**src/rtl/main_tx_source.sv**
```systemverilog
`default_nettype none
// ============================================================================
// Module      : main_tx_source
// Description : Buffers upstream words in a small FIFO and writes them into
//               the Main FIFO when it is not paused or full. Keeps
//               per-destination sent counters and flags a Main FIFO
//               threshold violation (full without pause) as an error.
// Revision    : 1.0 - initial release
// ============================================================================
module main_tx_source #(
    parameter int BW    = 6,
    parameter int DEPTH = 4,
    parameter int CNT_W = 8
) (
    input  logic             clk,
    input  logic             reset,
    input  logic             init,
    input  logic             in_valid,
    input  logic [BW-1:0]    in_data,
    output logic             in_ready,
    input  logic             Main_full,
    input  logic             Main_pause,
    output logic             Main_wr,
    output logic [BW-1:0]    Main_data,
    output logic             idle_out,
    output logic             active_out,
    output logic             error_out,
    output logic [CNT_W-1:0] cnt_d0,
    output logic [CNT_W-1:0] cnt_d1
);

    // DEPTH is a power of two of at least 2, so the pointers wrap naturally.
    localparam int             PTR_W   = $clog2(DEPTH);
    localparam logic [PTR_W:0] C_DEPTH = (PTR_W + 1)'(DEPTH);

    localparam logic [2:0] S_RESET  = 3'd0;
    localparam logic [2:0] S_INIT   = 3'd1;
    localparam logic [2:0] S_IDLE   = 3'd2;
    localparam logic [2:0] S_ACTIVE = 3'd3;
    localparam logic [2:0] S_ERROR  = 3'd4;

    logic [2:0]       r_state;
    logic [2:0]       w_state_nxt;
    logic [BW-1:0]    r_mem [DEPTH];
    logic [PTR_W-1:0] r_wr_ptr;
    logic [PTR_W-1:0] r_rd_ptr;
    logic [PTR_W:0]   r_count;
    logic             r_main_wr;
    logic [BW-1:0]    r_main_data;
    logic [CNT_W-1:0] r_cnt_d0;
    logic [CNT_W-1:0] r_cnt_d1;
    logic             r_idle;
    logic             r_active;
    logic             r_error;

    logic             w_run;
    logic             w_flush;
    logic             w_push;
    logic             w_pop;
    logic [BW-1:0]    w_head;

    // Flushing covers both the cycle init is raised and every INIT cycle,
    // so INIT is always entered with an empty buffer and cleared counters.
    assign w_run    = (r_state == S_IDLE) || (r_state == S_ACTIVE);
    assign w_flush  = init || (r_state == S_INIT);
    assign in_ready = w_run && (r_count < C_DEPTH);
    assign w_push   = in_valid && in_ready && !w_flush;
    assign w_pop    = w_run && (r_count != '0) && !Main_pause && !Main_full && !init;
    assign w_head   = r_mem[r_rd_ptr];

    assign Main_wr    = r_main_wr;
    assign Main_data  = r_main_data;
    assign cnt_d0     = r_cnt_d0;
    assign cnt_d1     = r_cnt_d1;
    assign idle_out   = r_idle;
    assign active_out = r_active;
    assign error_out  = r_error;

    // Next-state selection; init outranks the threshold-violation check.
    always_comb begin
        w_state_nxt = r_state;
        case (r_state)
            S_RESET: if (init) w_state_nxt = S_INIT;
            S_INIT:  if (!init) w_state_nxt = S_IDLE;
            S_IDLE: begin
                if (init)                          w_state_nxt = S_INIT;
                else if (Main_full && !Main_pause) w_state_nxt = S_ERROR;
                else if (r_count != '0)            w_state_nxt = S_ACTIVE;
            end
            S_ACTIVE: begin
                if (init)                               w_state_nxt = S_INIT;
                else if (Main_full && !Main_pause)      w_state_nxt = S_ERROR;
                else if (r_count == '0 && !r_main_wr)   w_state_nxt = S_IDLE;
            end
            S_ERROR: if (init) w_state_nxt = S_INIT;
            default: w_state_nxt = S_RESET;
        endcase
    end

    // State register with registered one-hot status flags.
    always_ff @(posedge clk or posedge reset) begin
        if (reset) begin
            r_state  <= S_RESET;
            r_idle   <= 1'b0;
            r_active <= 1'b0;
            r_error  <= 1'b0;
        end else begin
            r_state  <= w_state_nxt;
            r_idle   <= (w_state_nxt == S_IDLE);
            r_active <= (w_state_nxt == S_ACTIVE);
            r_error  <= (w_state_nxt == S_ERROR);
        end
    end

    // Buffer storage; contents need no reset because the count qualifies them.
    always_ff @(posedge clk) begin
        if (w_push) r_mem[r_wr_ptr] <= in_data;
    end

    // Buffer pointers and occupancy.
    always_ff @(posedge clk or posedge reset) begin
        if (reset) begin
            r_wr_ptr <= '0;
            r_rd_ptr <= '0;
            r_count  <= '0;
        end else if (w_flush) begin
            r_wr_ptr <= '0;
            r_rd_ptr <= '0;
            r_count  <= '0;
        end else begin
            if (w_push) r_wr_ptr <= r_wr_ptr + 1'b1;
            if (w_pop)  r_rd_ptr <= r_rd_ptr + 1'b1;
            case ({w_push, w_pop})
                2'b10:   r_count <= r_count + 1'b1;
                2'b01:   r_count <= r_count - 1'b1;
                default: r_count <= r_count;
            endcase
        end
    end

    // Registered Main FIFO write port and per-destination counters.
    always_ff @(posedge clk or posedge reset) begin
        if (reset) begin
            r_main_wr   <= 1'b0;
            r_main_data <= '0;
            r_cnt_d0    <= '0;
            r_cnt_d1    <= '0;
        end else if (w_flush) begin
            r_main_wr <= 1'b0;
            r_cnt_d0  <= '0;
            r_cnt_d1  <= '0;
        end else begin
            r_main_wr <= w_pop;
            if (w_pop) begin
                r_main_data <= w_head;
                if (w_head[BW-1]) r_cnt_d1 <= r_cnt_d1 + 1'b1;
                else              r_cnt_d0 <= r_cnt_d0 + 1'b1;
            end
        end
    end

endmodule
`default_nettype wire

```
**config.mk**
```make
export PLATFORM = sky130hd
export DESIGN_NAME = main_tx_source
export DESIGN_NICKNAME = d
export VERILOG_FILES = /design/src/rtl/main_tx_source.sv
export SDC_FILE = /design/constraint.sdc
export NUM_CORES = 1
export LEC_CHECK = 0
export BUFFER_PORTS_ARGS = -buffer_cell sky130_fd_sc_hd__buf_2
export CAP_MARGIN = 20
export CORE_MARGIN = 10
export CORE_UTILIZATION = 51
export CTS_CLUSTER_DIAMETER = 120
export DETAILED_ROUTE_END_ITERATION = 12
export GPL_TIMING_DRIVEN = 0
export PLACE_DENSITY = 0.71
export SETUP_SLACK_MARGIN = 0.5
export SLEW_MARGIN = 20
export SYNTH_ARGS = -nofsm -noshare
export SYNTH_HDL_FRONTEND = slang
export SYNTH_SLANG_ARGS = --single-unit
```
**constraint.sdc**
```tcl
create_clock -name clk -period 2.65 [get_ports clk]
set_input_delay 0.53 -clock clk [delete_from_list [all_inputs] [get_ports clk]]
set_output_delay 0.53 -clock clk [all_outputs]
set_load 0.1 [all_outputs]
```
==> impl_metrics.json <==
{
  "cts-root-buf": "clkbuf_8",
  "period_share_pct": 82.0,
  "timing.final.max_slew_violations": 0,
  "tns_ns": 0,
  "timing.final.setup_violations": 0,
  "detailedRoute.firstIterationViolations": 79,
  "grt_pass1_wl_mm": 9.75,
  "synthSimpleGateAreaFrac_pct": 15.4,
  "io_pins": 39,
  "initial_core_utilization_pct": 52.5,
  "synth_common_cells": "36 x dfrtp_1, 24 x edfxtp_1, 17 x nand2_1",
  "worst-endpoint-required_ns": 2.90,
  "synth_top_family_by_area": "simple AND/OR/NAND/NOR gates",
  "route.detailed.vias_per_inst": 5.41,
  "synthesis.nets": 229,
  "compound_gate_portion_of_the_synthesized_area_pct": 5.56,
  "core_um2": 5110,
  "chipWidth_um": 92.5,
  "cts.sinks": 60,
  "timing.critical_path.buf_inv": 2,
  "route.vias.total": 1860,
  "antenna_cells_inserted": 0,
  "synth-edff-count": 24,
  "synth-seq-area-share_pct": 60.5,
  "criticalPathCategory": "flop to flop",
  "total_routing_usage_reported_by_global_routing_pct": 14.4,
  "critical_path.endpoint": "cnt_d0[7]$_DFFE_PP0P_",
  "placementRows": 26,
  "globalRouteOverflowTotal": 0,
  "transition_at_the_pin_with_the_smallest_max_transition_slack_ns": 0.573,
  "finalWorstPathRequiredPeriod_ns": 2.17,
  "synthXorXnorAreaFrac_pct": 1.31,
  "r2r_start": "r_rd_ptr[0]$_DFFE_PP0P_",
  "synth.cell_area_um2": 2680,
  "power_mw": 2.09,
  "grt_start_max_net_pins": 33,
  "yosys.cell_count.top_type": "dfrtp_1",
  "layout.cells.non_filler": 344,
  "synth.distinct_cells": 38,
  "leakagePower_nw": 1.51,
  "timing.critical_path.mode_cell": "buf_6",
  "finClkSkew_ns": 0.0163,
  "post_route_cells_drive_above_1_share_pct": 32.8,
  "synth.avg_cell_area_um2": 12.8,
  "max_slew_margin_pct": 61.8,
  "critPathTopFamily": "simple AND/OR/NAND/NOR gates",
  "cpPeakStageDelay_ns": 0.53,
  "timing.critical_path.fanout_max": 7,
  "io_buffer_count": 37,
  "yosys_warnings": 0,
  "cts.clk_slew.worst_paths_ns": 0.08,
  "cpMaxStageDelayCell": "mux4_2",
  "crit_path_end_kind": "flop",
  "startpoint_type": "flop",
  "power.density_cell_area_nw_per_um2": 622,
  "numCtsBuffers": 9,
  "critical_path.cell_chain": "buf_6, mux4_2, or4_4, buf_6, or4_1, a21oi_1",
  "ys_ff_latch": 60,
  "dpl.cell_count": 318,
  "areaGrowthSynthToFinish_pct": 25.1,
  "clock_path_buffers": 2,
  "critPathLaunch": "r_rd_ptr[0]$_DFFE_PP0P_",
  "ir_drop_uv": 408,
  "crit_arrival_ns": 2.43,
  "worstReg2RegEnd": "cnt_d0[7]$_DFFE_PP0P_",
  "yosys.area.top_type": "dfrtp_1",
  "worst_hold_path_class": "input pin to async pin",
  "asyncSetResetFlopFracSynth_pct": 60.0,
  "hold_viol_final": 0,
  "maxClockFrequency_ghz": 0.460,
  "layout.nets": 288,
  "place.detailed.hpwl_mm": 3.81,
  "last_weighted_congestion_value_of_the_routability_driven_placer": 0.790,
  "antenna_violations_before_repair": 0,
  "ant_nets": 0,
  "synth-main-ff-cell": "dfrtp_1",
  "maximum_capacitance_violations": 0,
  "adder_cell_share_of_the_synthesized_area_pct": 3.55,
  "detail_route.drc_violations": 0,
  "synth.area.top_cells": "dfrtp_1 34%, edfxtp_1 27%, mux4_1 4.9%",
  "vias_in_the_first_global_route": 1983,
  "routed_wirelength_mm": 5.83,
  "postSynthCellCount": 210,
  "chipHeight_um": 92.5,
  "design.die.area_um2": 8550,
  "htree_levels": 3,
  "synth.area.mux_share_pct": 10.5,
  "r2r.worst_path.cells": 6,
  "synth_top_cell_area_share_pct": 33.6,
  "final.hold.worst_slack_ns": 0.0684,
  "worst-path-stages": 6,
  "worstSkewPairLatency_ns": 0.34,
  "setup.reg_to_reg.worst_slack_ns": 0.48,
  "clock_tree_from_tritoncts": "built",
  "number_of_detailed_routing_iterations_run_before_antenna_repair": 5,
  "status": "complete, no violations",
  "grt_setup_unrepaired": "yes",
  "detail_route.wl_per_cell_um": 16.9
}
[flip-flops by register name, summed over array words and instances, names as in the netlist, 2 cells and up]
register / flops
r_rd_ptr: 2
cnt_d1: 8
r_count: 3
r_mem: 24
r_wr_ptr: 2
cnt_d0: 8
r_state: 3
Main_data: 6
[per-stage QoR]
| stage | cell area (um^2) | worst slack, ns | utilization (%) |
|---|---|---|---|
| global route | 3350 | 0.366 | 65.6 |
| global placement | 2980 | 0.104 | 58.4 |
| floorplan | 2710 | 0.300 | - |
| CTS | 3340 | 0.478 | 65.4 |
| detailed placement | 3000 | 0.0684 | 58.7 |
| finish | 3350 | 0.476 | 65.6 |
[power breakdown]
part	switching, mW	total (mW)	internal, mW
Combinational	0.155	0.206	0.0509
Sequential	0.0122	0.997	0.985
Clock	0.352	0.883	0.531
[worst min path at each step]
stage / endpoint / slack [ns] / start / cells past startpoint
3_3_place_gp: Main_data[5]$_DFFE_PP0P_ / 0.46 / Main_data[5]$_DFFE_PP0P_ / 2
2_1_floorplan: r_count[1]$_DFFE_PP0P_ / 0.55 / r_count[1]$_DFFE_PP0P_ / 2
6_report: active_out$_DFF_PP0_ / 0.07 / reset / 2
3_5_place_dp: r_state[1]$_DFF_PP0_ / 0.42 / reset / 2
4_1_cts: active_out$_DFF_PP0_ / 0.06 / reset / 2
5_1_grt: active_out$_DFF_PP0_ / 0.06 / reset / 2
[cells by family (layout without fill, tap and decap cells)]
kind of cell / count (synthesis) / in the layout
AO/OA/AOI/OAI: 25 / 25
multiplexers: 18 / 18
XOR/XNOR: 4 / 4
adder cells (fa/ha/maj): 7 / 7
flip-flops: 60 / 60
buffers and inverters: 19 / 83
AND/OR/NAND/NOR: 77 / 77
[layout make-up]
class / instances / area, um^2
inverter: 9 / 33.8
tap: 70 / 87.6
timing repair buffer: 48 / 283
clock buffer: 12 / 135
buffer: 10 / 88.8
fill: 412 / 1760
clock inverter: 4 / 73.8
multi-input combinational: 131 / 1030
sequential: 60 / 1620
[per-layer routing]
layer / track usage (%) / up-vias / part of all wire (%)
li1: - / 894 / -
met1: 16.6 / 907 / 42
met2: 23.6 / 49 / 51
met3: 4.52 / 10 / 5.6
met4: 7.58 / 0 / 1.3
met5: 0 / - / 0
[placed cells by master, fill, tap and decap left out, types with 3 or more instances in the layout]
master / Yosys / final
or3_1: 5 / 4
clkbuf_1: 8 / 5
buf_6: 2 / 3
buf_4: 0 / 10
nand2_1: 17 / 17
inv_1: 9 / 8
clkbuf_8: 0 / 9
buf_2: 0 / 36
dfrtp_1: 36 / 34
clkbuf_2: 0 / 3
nand4_1: 5 / 5
o31ai_1: 4 / 4
mux2i_1: 6 / 6
o21ai_0: 8 / 7
nand3_1: 9 / 8
and3_1: 5 / 5
edfxtp_1: 24 / 24
mux2_2: 6 / 6
nor2_1: 14 / 13
a21oi_1: 9 / 8
ha_1: 6 / 6
or4_1: 6 / 6
mux4_1: 5 / 5
xor2_1: 3 / 3
or3_4: 0 / 3
and2_1: 3 / 3
[what timing repair did]
item                                    CTS  global route
pin swaps                                 4             3
setup buffers                            10             0
gates resized for setup                  13             7
hold buffers                              0             0
endpoints found under the hold margin     0             0
endpoints found under the setup margin    8             5
(Power assumes the default switching activity.)
